$ cat src/rtl/rtc_set_ctrl.sv
// Run/set controller for the BCD time-of-day counter: 1 Hz prescaler plus button-driven edit/commit sequencing.
// Optional alarm registers, edit states and ALARM output are enabled with RTC_ALARM_EN.
module rtc_set_ctrl #(
  parameter int TICK_DIV = 50000000,
  parameter int PRE_W    = 26
) (
  input  logic       RST,
  input  logic       CLK,
  input  logic       BTN_MODE,
  input  logic       BTN_INC,
  input  logic [7:0] CUR_HR,
  input  logic [7:0] CUR_MIN,
  input  logic [7:0] CUR_SEC,
`ifdef RTC_ALARM_EN
  input  logic       AL_ON,
  output logic       ALARM,
`endif
  output logic       TICK,
  output logic       LOAD,
  output logic [7:0] SET_HR,
  output logic [7:0] SET_MIN,
  output logic [7:0] SET_SEC,
  output logic [2:0] EDIT_SEL,
  output logic       RUN
);

  // state    | meaning
  // S_RUN    | prescaler counting, TICK strobes, waiting for MODE
  // S_HR     | editing shadow hours
  // S_MIN    | editing shadow minutes
  // S_SEC    | editing shadow seconds
  // S_AHR    | editing alarm hours (alarm build only)
  // S_AMIN   | editing alarm minutes (alarm build only)
  // S_COMMIT | one-cycle LOAD of the shadow time, prescaler cleared
  typedef enum logic [2:0] {
    S_RUN    = 3'd0,
    S_HR     = 3'd1,
    S_MIN    = 3'd2,
    S_SEC    = 3'd3,
`ifdef RTC_ALARM_EN
    S_AHR    = 3'd4,
    S_AMIN   = 3'd5,
`endif
    S_COMMIT = 3'd6
  } state_t;

  state_t           state;
  logic [PRE_W-1:0] pre;
  logic             mode_q, inc_q;
  logic             mode_rise, inc_rise;

`ifdef RTC_ALARM_EN
  logic [7:0] al_hr, al_min;
`endif

  assign mode_rise = BTN_MODE & ~mode_q;
  assign inc_rise  = BTN_INC & ~inc_q;
  assign TICK      = (state == S_RUN) && (pre == PRE_W'(TICK_DIV - 1));

  // Values at or above the limit wrap, so an out-of-range copy cannot escape the legal range.
  function automatic logic [7:0] bcd_inc(input logic [7:0] v, input logic [7:0] lim);
    if (v >= lim)
      return 8'h00;
    else if (v[3:0] == 4'h9)
      return {v[7:4] + 4'h1, 4'h0};
    else
      return v + 8'h01;
  endfunction

  always_ff @(posedge CLK or posedge RST) begin
    if (RST) begin
      state    <= S_RUN;
      pre      <= '0;
      mode_q   <= 1'b1;
      inc_q    <= 1'b1;
      SET_HR   <= 8'h00;
      SET_MIN  <= 8'h00;
      SET_SEC  <= 8'h00;
      EDIT_SEL <= 3'd0;
      RUN      <= 1'b1;
      LOAD     <= 1'b0;
`ifdef RTC_ALARM_EN
      al_hr    <= 8'h00;
      al_min   <= 8'h00;
      ALARM    <= 1'b0;
`endif
    end else begin
      mode_q <= BTN_MODE;
      inc_q  <= BTN_INC;
`ifdef RTC_ALARM_EN
      ALARM  <= (state == S_RUN) && AL_ON && (CUR_HR == al_hr) && (CUR_MIN == al_min);
`endif
      case (state)
        S_RUN: begin
          pre <= TICK ? '0 : pre + PRE_W'(1);
          if (mode_rise) begin
            SET_HR   <= CUR_HR;
            SET_MIN  <= CUR_MIN;
            SET_SEC  <= CUR_SEC;
            state    <= S_HR;
            EDIT_SEL <= 3'd1;
            RUN      <= 1'b0;
          end
        end
        S_HR: begin
          if (mode_rise) begin
            state    <= S_MIN;
            EDIT_SEL <= 3'd2;
          end else if (inc_rise) begin
            SET_HR <= bcd_inc(SET_HR, 8'h23);
          end
        end
        S_MIN: begin
          if (mode_rise) begin
            state    <= S_SEC;
            EDIT_SEL <= 3'd3;
          end else if (inc_rise) begin
            SET_MIN <= bcd_inc(SET_MIN, 8'h59);
          end
        end
        S_SEC: begin
          if (mode_rise) begin
`ifdef RTC_ALARM_EN
            state    <= S_AHR;
            EDIT_SEL <= 3'd4;
`else
            state    <= S_COMMIT;
            EDIT_SEL <= 3'd0;
            LOAD     <= 1'b1;
`endif
          end else if (inc_rise) begin
            SET_SEC <= bcd_inc(SET_SEC, 8'h59);
          end
        end
`ifdef RTC_ALARM_EN
        S_AHR: begin
          if (mode_rise) begin
            state    <= S_AMIN;
            EDIT_SEL <= 3'd5;
          end else if (inc_rise) begin
            al_hr <= bcd_inc(al_hr, 8'h23);
          end
        end
        S_AMIN: begin
          if (mode_rise) begin
            state    <= S_COMMIT;
            EDIT_SEL <= 3'd0;
            LOAD     <= 1'b1;
          end else if (inc_rise) begin
            al_min <= bcd_inc(al_min, 8'h59);
          end
        end
`endif
        S_COMMIT: begin
          pre   <= '0;
          state <= S_RUN;
          LOAD  <= 1'b0;
          RUN   <= 1'b1;
        end
        default: begin
          state    <= S_RUN;
          EDIT_SEL <= 3'd0;
          LOAD     <= 1'b0;
          RUN      <= 1'b1;
        end
      endcase
    end
  end

endmodule

$ cat config.mk
export PLATFORM = sky130hd
export DESIGN_NAME = rtc_set_ctrl
export DESIGN_NICKNAME = d
export VERILOG_FILES = /design/src/rtl/rtc_set_ctrl.sv
export SDC_FILE = /design/constraint.sdc
export NUM_CORES = 1
export LEC_CHECK = 0
export BUFFER_PORTS_ARGS = -buffer_cell sky130_fd_sc_hd__buf_2
export CORE_MARGIN = 10
export CORE_UTILIZATION = 35
export CTS_CLUSTER_DIAMETER = 80
export CTS_CLUSTER_SIZE = 16
export DETAILED_ROUTE_END_ITERATION = 8
export GPL_ROUTABILITY_DRIVEN = 0
export PLACE_DENSITY = 0.55
export SLEW_MARGIN = 10
export SYNTH_ARGS = -nofsm -noshare
export SYNTH_HDL_FRONTEND = slang
export SYNTH_SLANG_ARGS = --single-unit
$ cat constraint.sdc
create_clock -name CLK -period 4.25 [get_ports CLK]
set_input_delay 1.0625 -clock CLK [delete_from_list [all_inputs] [get_ports CLK]]
set_output_delay 1.0625 -clock CLK [all_outputs]
set_load 0.005 [all_outputs]
======== Word-level counts from Yosys, hierarchy flattened ========
Cells that the tools add are included.
word-level totals
  register bits ........................... 60
  input port bits ......................... 28
operators by class
  add/subtract/negate cells ............... 7
  $lt $le $gt $ge ......................... 3
  eq/ne operators ......................... 18
  multiplexer cells ....................... 31
  bitwise logic cells ..................... 7
  reductions and logical operators ........ 15
operators by type and width
  operator                                                                              count
  8-bit two-way mux                                                                     15
  26-bit case mux with 2 select lines                                                   1
  8-bit case mux with 2 select lines                                                    3
  26-bit by 1-bit adder with 26-bit output (second input constant)                      1
  26-bit == test (second input constant)                                                1
  26-bit two-way mux                                                                    1
  8-bit by 1-bit adder with 8-bit output (second input constant)                        3
  2-bit inequality test (second input constant)                                         10
  8-bit by 7-bit greater-or-equal comparator with 1-bit output (second input constant)  2
  4-bit AND reduction                                                                   4
  3-bit two-way mux                                                                     5
  3-bit case mux with 5 select lines                                                    1
  4-bit by 1-bit adder with 4-bit output (second input constant)                        3
  4-bit == test (second input constant)                                                 3
  3-bit case mux with 4 select lines                                                    1
  8-bit by 6-bit greater-or-equal comparator with 1-bit output (second input constant)  1
  2-bit nonzero test                                                                    4
  3-bit by 2-bit == test with 1-bit output (second input constant)                      2
  3-bit OR reduction                                                                    2
  1-bit inverter                                                                        5
  5-bit AND reduction                                                                   1
  1-bit case mux with 2 select lines                                                    2
  2-bit AND reduction                                                                   2
  3-bit by 1-bit == test with 1-bit output (second input constant)                      1
  5 further kinds                                                                       7

======== Logic depth before layout (Yosys ltp) ========
Gate-level depths: netlist (run 1).
  word-level depth ........................ 6
  gate-level depth with buffers ........... 8
  mapped depth without buffers ............ 7

======== Worst setup path after synthesis (run 1) ========
Ideal clock, no wire load.
  kind .................................... reg2out
  start point ............................. register pre[8]
  end point ............................... output port TICK
  arrival time ............................ 1.421 ns
  required time ........................... 3.188 ns
  path slack .............................. 1.767 ns
  cell stages (with the launch flop) ...... 6
  path buffers ............................ 1
  cells stage by stage .................... dfrtp_1 buf_2 or4b_1 nor4_4 nand2_1 nor2_1
on the way
  cells in the longest elaborated chain, start to end .. 2
RTL lines
  what                    RTL line  source
  from (decl)             48        logic [PRE_W-1:0] pre;
  from (signal assigned)  95        pre <= TICK ? '0 : pre + PRE_W'(1);
  26-bit == test          58        assign TICK = (state == S_RUN) && (pre == PRE_W'(TICK_DIV - 1));
  1-bit logical AND       58
  to (decl)               18        output logic TICK,
No other way between the ends.

======== Final worst setup path (run 1) ========
  start point ............................. register pre[16]
  end point ............................... output port TICK
Same word-level chain as after synthesis.

==> metrics.txt, run 1 <==
# TYPE chip_impl_metric gauge
chip_impl_info{name="rsz0062_at_grt",value="no"} 1
chip_impl_metric{name="netlist-cell-type-count",unit=""} 62
chip_impl_metric{name="globalRoute.totalOverflow",unit=""} 0
chip_impl_metric{name="place.detailed.hpwl",unit="um"} 6570
chip_impl_metric{name="tns",unit="ps"} 0
chip_impl_metric{name="total_power",unit="mW"} 2.57
chip_impl_metric{name="floorplan.initialDensity",unit="%"} 35.6
chip_impl_metric{name="power.density",unit="mW/mm^2"} 606
chip_impl_metric{name="maximum_number_of_pins_on_one_net_before_global_route_repair",unit=""} 44
chip_impl_metric{name="detail_route.first_pass.iterations",unit=""} 4
chip_impl_metric{name="die_width",unit="um"} 122
chip_impl_metric{name="fin_worst_skew",unit="ps"} 9.33
chip_impl_metric{name="max_slew_margin",unit="%"} 22.9
chip_impl_metric{name="detail_route.vias_per_cell",unit=""} 5.41
chip_impl_metric{name="clock_power_share",unit="%"} 24.7
chip_impl_metric{name="wl",unit="um"} 9400
chip_impl_metric{name="num_antenna_cells",unit=""} 0
chip_impl_metric{name="finish.net_count",unit=""} 508
chip_impl_metric{name="path_buf_inv",unit=""} 1
chip_impl_metric{name="power.share.sequential",unit="%"} 38.2
chip_impl_metric{name="first_pass_grt_wire_length",unit="um"} 16100
chip_impl_metric{name="cts_hold_buffers",unit=""} 0
chip_impl_metric{name="max_freq",unit="MHz"} 335
chip_impl_info{name="path_cells",value="or4b_1 -> nor4_4 -> nand2_1 -> nor2_1 -> buf_2"} 1
chip_impl_metric{name="avgRoutedWirePerCell",unit="um"} 15.4
chip_impl_metric{name="hold_viol_final",unit=""} 0
chip_impl_metric{name="grt_pass1_vias",unit=""} 3312
chip_impl_metric{name="clkTransAtPathRegs",unit="ps"} 70
chip_impl_metric{name="worst_path_largest_cell_delay",unit="ps"} 560
chip_impl_metric{name="clock-sinks",unit=""} 59
chip_impl_metric{name="synthArstFlopShare",unit="%"} 100
chip_impl_metric{name="synth_area_per_cell",unit="um^2"} 8.61
chip_impl_metric{name="period_needed",unit="ps"} 2990
chip_impl_metric{name="drc",unit=""} 0
chip_impl_metric{name="cellInternalPower",unit="mW"} 1.53
chip_impl_info{name="tritoncts",value="done"} 1
chip_impl_metric{name="timing.critical_path.depth",unit=""} 5
chip_impl_metric{name="htree_num_levels",unit=""} 3
chip_impl_metric{name="slew_viols_final",unit=""} 0
chip_impl_info{name="most-common-layout-cells",value="sky130_fd_sc_hd__dfrtp_1 (56), sky130_fd_sc_hd__buf_2 (56), sky130_fd_sc_hd__nand2_1 (53)"} 1
chip_impl_metric{name="post-cts-setup-buffers",unit=""} 0
chip_impl_metric{name="fp-row-count",unit=""} 37
chip_impl_metric{name="post_synth_net_total",unit=""} 459
chip_impl_metric{name="hold-path-cell-count",unit=""} 2
chip_impl_metric{name="dieArea",unit="mm^2"} 0.0148
chip_impl_metric{name="ios",unit=""} 58
chip_impl_info{name="outcome",value="completed"} 1
chip_impl_metric{name="synth_edf_count",unit=""} 0
chip_impl_metric{name="synth_seq_cells",unit=""} 59
chip_impl_metric{name="timing_worst_slew_pin_value",unit="ps"} 1160
chip_impl_info{name="synth_flop_cell",value="sky130_fd_sc_hd__dfrtp_1"} 1
chip_impl_metric{name="placeableCoreArea",unit="mm^2"} 0.0102
chip_impl_metric{name="post-route-period-util",unit="%"} 70.3
chip_impl_metric{name="ir_drop",unit="mV"} 0.241
chip_impl_info{name="setup.worst_path.start_class",value="flip-flop"} 1
chip_impl_info{name="worst_path_dominant_cell_family",value="simple AND/OR/NAND/NOR gates"} 1
chip_impl_metric{name="combPwrFrac",unit="%"} 37.1
chip_impl_metric{name="area_delta_synth_final",unit="%"} 16.9
chip_impl_metric{name="sw_frac_of_total",unit="%"} 40.4
chip_impl_metric{name="crit_required",unit="ps"} 3190
chip_impl_metric{name="yosysSeqAreaShare",unit="%"} 40.8
chip_impl_metric{name="port-buffer-count",unit=""} 56
chip_impl_metric{name="path_max_fanout",unit=""} 7
chip_impl_metric{name="cts_bufs_inserted",unit=""} 9
chip_impl_metric{name="yosys_warnings",unit=""} 0
chip_impl_metric{name="drive_gt1_share",unit="%"} 19.8
chip_impl_info{name="hp-class",value="flip-flop to flip-flop"} 1
chip_impl_info{name="crit_slowest_cell",value="sky130_fd_sc_hd__or4b_1"} 1
chip_impl_metric{name="setup_viol",unit=""} 0
chip_impl_metric{name="post_cts_resize_count",unit=""} 0
chip_impl_info{name="critical_path.endpoint_type",value="output pin"} 1
chip_impl_info{name="setup.worst_path.class",value="flip-flop to output pin"} 1
chip_impl_metric{name="clk-insertion-delay-late",unit="ps"} 340
chip_impl_metric{name="detail_route.iter0.violations",unit=""} 244
chip_impl_metric{name="detail-route-antenna-nets",unit=""} 0
chip_impl_metric{name="rr_worst_depth",unit=""} 5
chip_impl_metric{name="post_synth_inst_count",unit=""} 421
chip_impl_metric{name="arrival",unit="ps"} 1920
chip_impl_metric{name="detailroute.via_count",unit=""} 3305
chip_impl_metric{name="syn_area",unit="mm^2"} 0.00362
chip_impl_metric{name="grt_use_total",unit="%"} 13.0
chip_impl_info{name="cts-root-buf",value="sky130_fd_sc_hd__clkbuf_8"} 1
chip_impl_metric{name="max_cap_violations",unit=""} 0
chip_impl_metric{name="total_switching_power",unit="mW"} 1.04
chip_impl_metric{name="max-clock-path-buffers",unit=""} 2
chip_impl_metric{name="chipHeight",unit="um"} 122
chip_impl_metric{name="power.static_leakage",unit="nW"} 1.87
chip_impl_metric{name="initial_antenna_violation_count",unit=""} 0
cell usage after synthesis, types with 3 or more instances:
master | instances | share of area [%]
sky130_fd_sc_hd__a21o_1 | 7 | 1.4
sky130_fd_sc_hd__a21oi_1 | 35 | 4.8
sky130_fd_sc_hd__a22o_1 | 9 | 2.2
sky130_fd_sc_hd__a22oi_1 | 3 | 0.62
sky130_fd_sc_hd__a31oi_1 | 19 | 3.3
sky130_fd_sc_hd__a41oi_1 | 3 | 0.73
sky130_fd_sc_hd__and3_1 | 3 | 0.52
sky130_fd_sc_hd__and4_1 | 4 | 0.97
sky130_fd_sc_hd__buf_2 | 5 | 0.69
sky130_fd_sc_hd__clkbuf_1 | 12 | 1.2
sky130_fd_sc_hd__dfrtp_1 | 56 | 39
sky130_fd_sc_hd__dfstp_2 | 3 | 2.2
sky130_fd_sc_hd__ha_1 | 10 | 3.5
sky130_fd_sc_hd__inv_1 | 22 | 2.3
sky130_fd_sc_hd__nand2_1 | 53 | 5.5
sky130_fd_sc_hd__nand2b_1 | 7 | 1.2
sky130_fd_sc_hd__nand3_1 | 25 | 3.5
sky130_fd_sc_hd__nand3b_1 | 4 | 0.83
sky130_fd_sc_hd__nand4_1 | 6 | 1.0
sky130_fd_sc_hd__nor2_1 | 21 | 2.2
sky130_fd_sc_hd__nor2b_1 | 3 | 0.52
sky130_fd_sc_hd__nor3_1 | 12 | 1.7
sky130_fd_sc_hd__nor4_1 | 5 | 0.86
sky130_fd_sc_hd__o211ai_1 | 3 | 0.62
sky130_fd_sc_hd__o21ai_0 | 26 | 3.6
sky130_fd_sc_hd__o21bai_1 | 3 | 0.62
sky130_fd_sc_hd__o22ai_1 | 4 | 0.69
sky130_fd_sc_hd__o31ai_1 | 6 | 1.2
sky130_fd_sc_hd__or3_1 | 7 | 1.2
sky130_fd_sc_hd__xnor2_1 | 3 | 0.73
sky130_fd_sc_hd__xor2_1 | 3 | 0.73
layout make-up:
cell class / instances / area, um^2
flip-flops and latches: 59 / 1480
repair buffers: 61 / 318
well taps: 136 / 170
fillers: 1053 / 5950
multi-input cells: 317 / 1940
clock buffers: 11 / 141
clock inverters: 5 / 100
inverters: 22 / 82.6
path summary, 6_finish.rpt:
check	from	endpoint	slack, ps
worst min-delay path	RUN$_DFFE_PP1P_	RUN$_DFFE_PP1P_	460
max in group asynchronous	RST	mode_q$_DFF_PP1_	2450
min in group asynchronous	RST	pre[10]$_DFFE_PP0P_	940
worst max-delay path	pre[16]$_DFFE_PP0P_	TICK	1260
worst max register to register	state[0]$_DFFE_PP0P_	pre[21]$_DFFE_PP0P_	1670
worst min register to register	RUN$_DFFE_PP1P_	RUN$_DFFE_PP1P_	460
through the flow:
stage	instances	hold WS, ps	utilization [%]	instance area [um^2]	setup slack, ps
after CTS	611	468	41.6	4240	1230
final	611	463	41.6	4240	1260
after global placement	595	453	39.2	4000	1600
after detailed placement	595	458	39.2	4000	1610
after global routing	611	479	41.6	4240	1080
after floorplan	421	448	-	3620	1740
flip-flops by register name, indices dropped and copies added, names as in the netlist:
name and count:
pre 26, state 3, inc_q 1, mode_q 1, SET_MIN 8, SET_SEC 8, LOAD 1, EDIT_SEL 2
SET_HR 8, RUN 1
power by group through the flow:
stage	sequential (mW)	combinational, mW	clock (mW)
5_1_grt	1.02	1.09	0.675
6_report	0.979	0.952	0.635
2_1_floorplan	0.908	0.709	0
3_3_place_gp	0.981	0.955	0
4_1_cts	0.978	0.970	0.650
3_5_place_dp	0.987	0.964	0
cell families after synthesis:
kind of cell | Yosys count | synth area share [%]
muxes | 2 | 0.552
DFF | 59 | 40.8
and+or+nand+nor | 165 | 24.4
adders and majority gates | 10 | 3.45
xor gates and xnor gates | 6 | 1.45
AOI/OAI and AO/OA | 133 | 23.5
other | 1 | 0.103
buffers and inverters | 45 | 5.66
worst min-delay path: cells and delay by family, from the launching register on:
kind / cells / cell delay [ps]
flip-flops: 1 / 380
AND/OR/NAND/NOR: 2 / 90
routing by layer:
| layer | vias up | GRT usage, % | wire length, um |
|---|---|---|---|
| met4 | 0 | 4.77 | 105 |
| li1 | 1650 | - | - |
| met3 | 8 | 3.05 | 446 |
| met5 | - | 0 | 0 |
| met1 | 1579 | 17.1 | 4410 |
| met2 | 68 | 20.2 | 4440 |
No activity file was read; power rests on OpenSTA's default activity.
==> inputs of run 2 (changes only) <==
--- a/config.mk
+++ b/config.mk
@@ -12,7 +12,7 @@
 export CTS_CLUSTER_SIZE = 16
 export DETAILED_ROUTE_END_ITERATION = 8
 export GPL_ROUTABILITY_DRIVEN = 0
-export PLACE_DENSITY = 0.55
+export PLACE_DENSITY = 0.57
 export SLEW_MARGIN = 10
 export SYNTH_ARGS = -nofsm -noshare
 export SYNTH_HDL_FRONTEND = slang
==> constraint.sdc (replaced) <==
create_clock -name CLK -period 2.5 [get_ports CLK]
set_input_delay 0.625 -clock CLK [delete_from_list [all_inputs] [get_ports CLK]]
set_output_delay 0.625 -clock CLK [all_outputs]
set_load 0.005 [all_outputs]
==> run 2 against run 1 <==
Compared with the run above: critical endpoint unchanged; largest cell class unchanged; combinational power is 73% higher; sequential power is 69% higher; cell count is 1.6% higher.
==> metrics.txt, run 2 (synthesized netlist as in run 1, its figures left out) <==
# TYPE chip_impl_metric gauge
chip_impl_metric{name="first_pass_grt_wire_length",unit="um"} 15800
chip_impl_metric{name="grt_use_total",unit="%"} 12.8
chip_impl_info{name="worst_path_dominant_cell_family",value="simple AND/OR/NAND/NOR gates"} 1
chip_impl_metric{name="timing_worst_slew_pin_value",unit="ps"} 807
chip_impl_info{name="layout.cells.most_common",value="sky130_fd_sc_hd__buf_2"} 1
chip_impl_metric{name="sw_frac_of_total",unit="%"} 41.9
chip_impl_metric{name="setup_slack",unit="ps"} 12.6
chip_impl_info{name="hp-class",value="input port to asynchronous set/reset pin"} 1
chip_impl_info{name="setup.worst_path.class",value="flip-flop to output pin"} 1
chip_impl_metric{name="floorplan.initialDensity",unit="%"} 35.6
chip_impl_metric{name="max_freq",unit="MHz"} 402
chip_impl_metric{name="place.detailed.hpwl",unit="um"} 6530
chip_impl_metric{name="ios",unit=""} 58
chip_impl_metric{name="period_needed",unit="ps"} 2490
chip_impl_metric{name="clk-insertion-delay-late",unit="ps"} 350
chip_impl_info{name="most-common-layout-cells",value="sky130_fd_sc_hd__buf_2 (56), sky130_fd_sc_hd__dfrtp_1 (53), sky130_fd_sc_hd__nand2_1 (53)"} 1
chip_impl_metric{name="detail_route.iter0.violations",unit=""} 168
chip_impl_metric{name="placeableCoreArea",unit="mm^2"} 0.0102
chip_impl_metric{name="combPwrFrac",unit="%"} 38.9
chip_impl_metric{name="chipHeight",unit="um"} 122
chip_impl_info{name="crit_slowest_cell",value="sky130_fd_sc_hd__or4b_4"} 1
chip_impl_metric{name="cts_hold_buffers",unit=""} 0
chip_impl_metric{name="clock-sinks",unit=""} 59
chip_impl_metric{name="detailroute.via_count",unit=""} 3435
chip_impl_metric{name="power.static_leakage",unit="nW"} 1.92
chip_impl_metric{name="area_delta_synth_final",unit="%"} 18.8
chip_impl_metric{name="hold_viol_final",unit=""} 0
chip_impl_metric{name="worst_path_largest_cell_delay",unit="ps"} 530
chip_impl_metric{name="slew_viols_final",unit=""} 0
chip_impl_metric{name="final_core_utilization",unit="%"} 42.3
chip_impl_metric{name="post-route-period-util",unit="%"} 99.5
chip_impl_info{name="worst_r2r_startpoint",value="pre[16]$_DFFE_PP0P_"} 1
chip_impl_metric{name="total_power",unit="mW"} 4.24
chip_impl_metric{name="path_buf_inv",unit=""} 1
chip_impl_metric{name="max-clock-path-buffers",unit=""} 2
chip_impl_metric{name="grt_pass1_vias",unit=""} 3354
chip_impl_metric{name="largest_register_ff_count",unit=""} 26
chip_impl_info{name="path_cells",value="or4b_4 -> nor4_4 -> nand2_1 -> nor2_1 -> buf_2"} 1
chip_impl_info{name="top_register",value="pre"} 1
chip_impl_metric{name="cellInternalPower",unit="mW"} 2.46
chip_impl_metric{name="tns",unit="ps"} 0
chip_impl_metric{name="detail_route.first_pass.iterations",unit=""} 4
chip_impl_metric{name="total_switching_power",unit="mW"} 1.77
chip_impl_metric{name="power.density",unit="mW/mm^2"} 984
chip_impl_info{name="tritoncts",value="done"} 1
chip_impl_metric{name="ir_drop",unit="mV"} 0.484
chip_impl_metric{name="clock_power_share",unit="%"} 22.1
chip_impl_metric{name="clkTransAtPathRegs",unit="ps"} 70
chip_impl_metric{name="post-place-ws",unit="ps"} 289
chip_impl_metric{name="detail_route.vias_per_cell",unit=""} 5.53
chip_impl_info{name="setup.worst_path.start_class",value="flip-flop"} 1
chip_impl_metric{name="final.hold.worst_slack",unit="ps"} 330
chip_impl_info{name="cts-root-buf",value="sky130_fd_sc_hd__clkbuf_8"} 1
chip_impl_metric{name="htree_num_levels",unit=""} 3
chip_impl_info{name="cp-startpoint",value="pre[16]$_DFFE_PP0P_"} 1
chip_impl_metric{name="fp-row-count",unit=""} 37
chip_impl_metric{name="max_cap_violations",unit=""} 0
chip_impl_metric{name="globalRoute.totalOverflow",unit=""} 0
chip_impl_metric{name="max_slew_margin",unit="%"} 46.0
chip_impl_info{name="rsz0062_at_grt",value="yes"} 1
chip_impl_metric{name="dieArea",unit="mm^2"} 0.0148
chip_impl_metric{name="crit_required",unit="ps"} 1880
chip_impl_metric{name="die_width",unit="um"} 122
chip_impl_metric{name="arrival",unit="ps"} 1860
chip_impl_metric{name="num_antenna_cells",unit=""} 0
chip_impl_metric{name="wl",unit="um"} 9570
chip_impl_metric{name="maximum_number_of_pins_on_one_net_before_global_route_repair",unit=""} 60
chip_impl_metric{name="cts_bufs_inserted",unit=""} 9
chip_impl_metric{name="detail-route-antenna-nets",unit=""} 0
chip_impl_metric{name="initial_antenna_violation_count",unit=""} 0
chip_impl_metric{name="finish.net_count",unit=""} 518
chip_impl_metric{name="path_max_fanout",unit=""} 3
chip_impl_metric{name="setup_viol",unit=""} 0
chip_impl_info{name="critical_path.endpoint_type",value="output pin"} 1
chip_impl_metric{name="power.share.sequential",unit="%"} 39.0
chip_impl_metric{name="port-buffer-count",unit=""} 56
chip_impl_metric{name="drive_gt1_share",unit="%"} 22.7
chip_impl_metric{name="avgRoutedWirePerCell",unit="um"} 15.4
chip_impl_metric{name="fin_worst_skew",unit="ps"} 13.9
chip_impl_metric{name="drc",unit=""} 0
chip_impl_info{name="outcome",value="completed"} 1
==> run 2: cell count changes in the layout (fill, tap and decap cells not counted), moves of 2 or more <==
| cell | change |
|---|---|
| sky130_fd_sc_hd__bufinv_16 | -2 |
| sky130_fd_sc_hd__buf_4 | +9 |
| sky130_fd_sc_hd__clkbuf_8 | +2 |
| sky130_fd_sc_hd__or4b_1 | -2 |
| sky130_fd_sc_hd__or4b_4 | +2 |
| sky130_fd_sc_hd__dfrtp_1 | -3 |
| sky130_fd_sc_hd__dfrtp_2 | +3 |
==> run 2: repair_timing <==
action,in CTS,in global routing
resized for setup,4,2
pin swaps,1,1
setup endpoints to repair,1,1
buffers inserted,4,4
==> run 2: power groups by stage <==
| stage | clock network (mW) | logic, mW | registers [mW] |
|---|---|---|---|
| after floorplan | 0 | 1.20 | 1.54 |
| after global placement | 0 | 1.64 | 1.65 |
| after detailed placement | 0 | 1.67 | 1.67 |
| after CTS | 0.958 | 1.67 | 1.65 |
| after global routing | 1.01 | 1.89 | 1.71 |
| final | 0.937 | 1.65 | 1.65 |
==> run 2: stage by stage <==
stage	cell area [um^2]	instances
floorplan	3620	421
global placement	4020	597
detailed placement	4020	597
CTS	4270	617
global route	4310	621
finish	4310	621
==> run 2: worst paths after layout <==
path / end / slack, ps / cells after the start
worst max-delay path: TICK / 10 / 5
worst min-delay path: pre[17]$_DFFE_PP0P_ / 330 / 3
worst max register to register: pre[17]$_DFFE_PP0P_ / 270 / 7
worst min register to register: RUN$_DFFE_PP1P_ / 470 / 2
max in group asynchronous: mode_q$_DFF_PP1_ / 1860 / 3
min in group CLK: inc_q$_DFF_PP1_ / 380 / 1
==> run 2: routing by layer <==
metal  track usage [%]  vias up  wire [um]
li1                  -     1675          -
met1              15.6     1676       4440
met2              20.9       67       4540
met3              2.64       17        372
met4              6.86        0        223
met5                 0        -          0
==> run 2: layout make-up <==
cell class | count | area [um^2]
Clock buffer | 12 | 165
Timing Repair Buffer | 71 | 405
Clock inverter | 4 | 47.5
Fill cell | 1057 | 5880
Tap cell | 136 | 170
Multi-Input combinational cell | 317 | 1950
Inverter | 22 | 82.6
Sequential cell | 59 | 1480
==> run 2: tightest hold or removal path, cell delays in order <==
cell	delay, ps
sky130_fd_sc_hd__buf_2	100
sky130_fd_sc_hd__inv_2	60
sky130_fd_sc_hd__buf_12	290
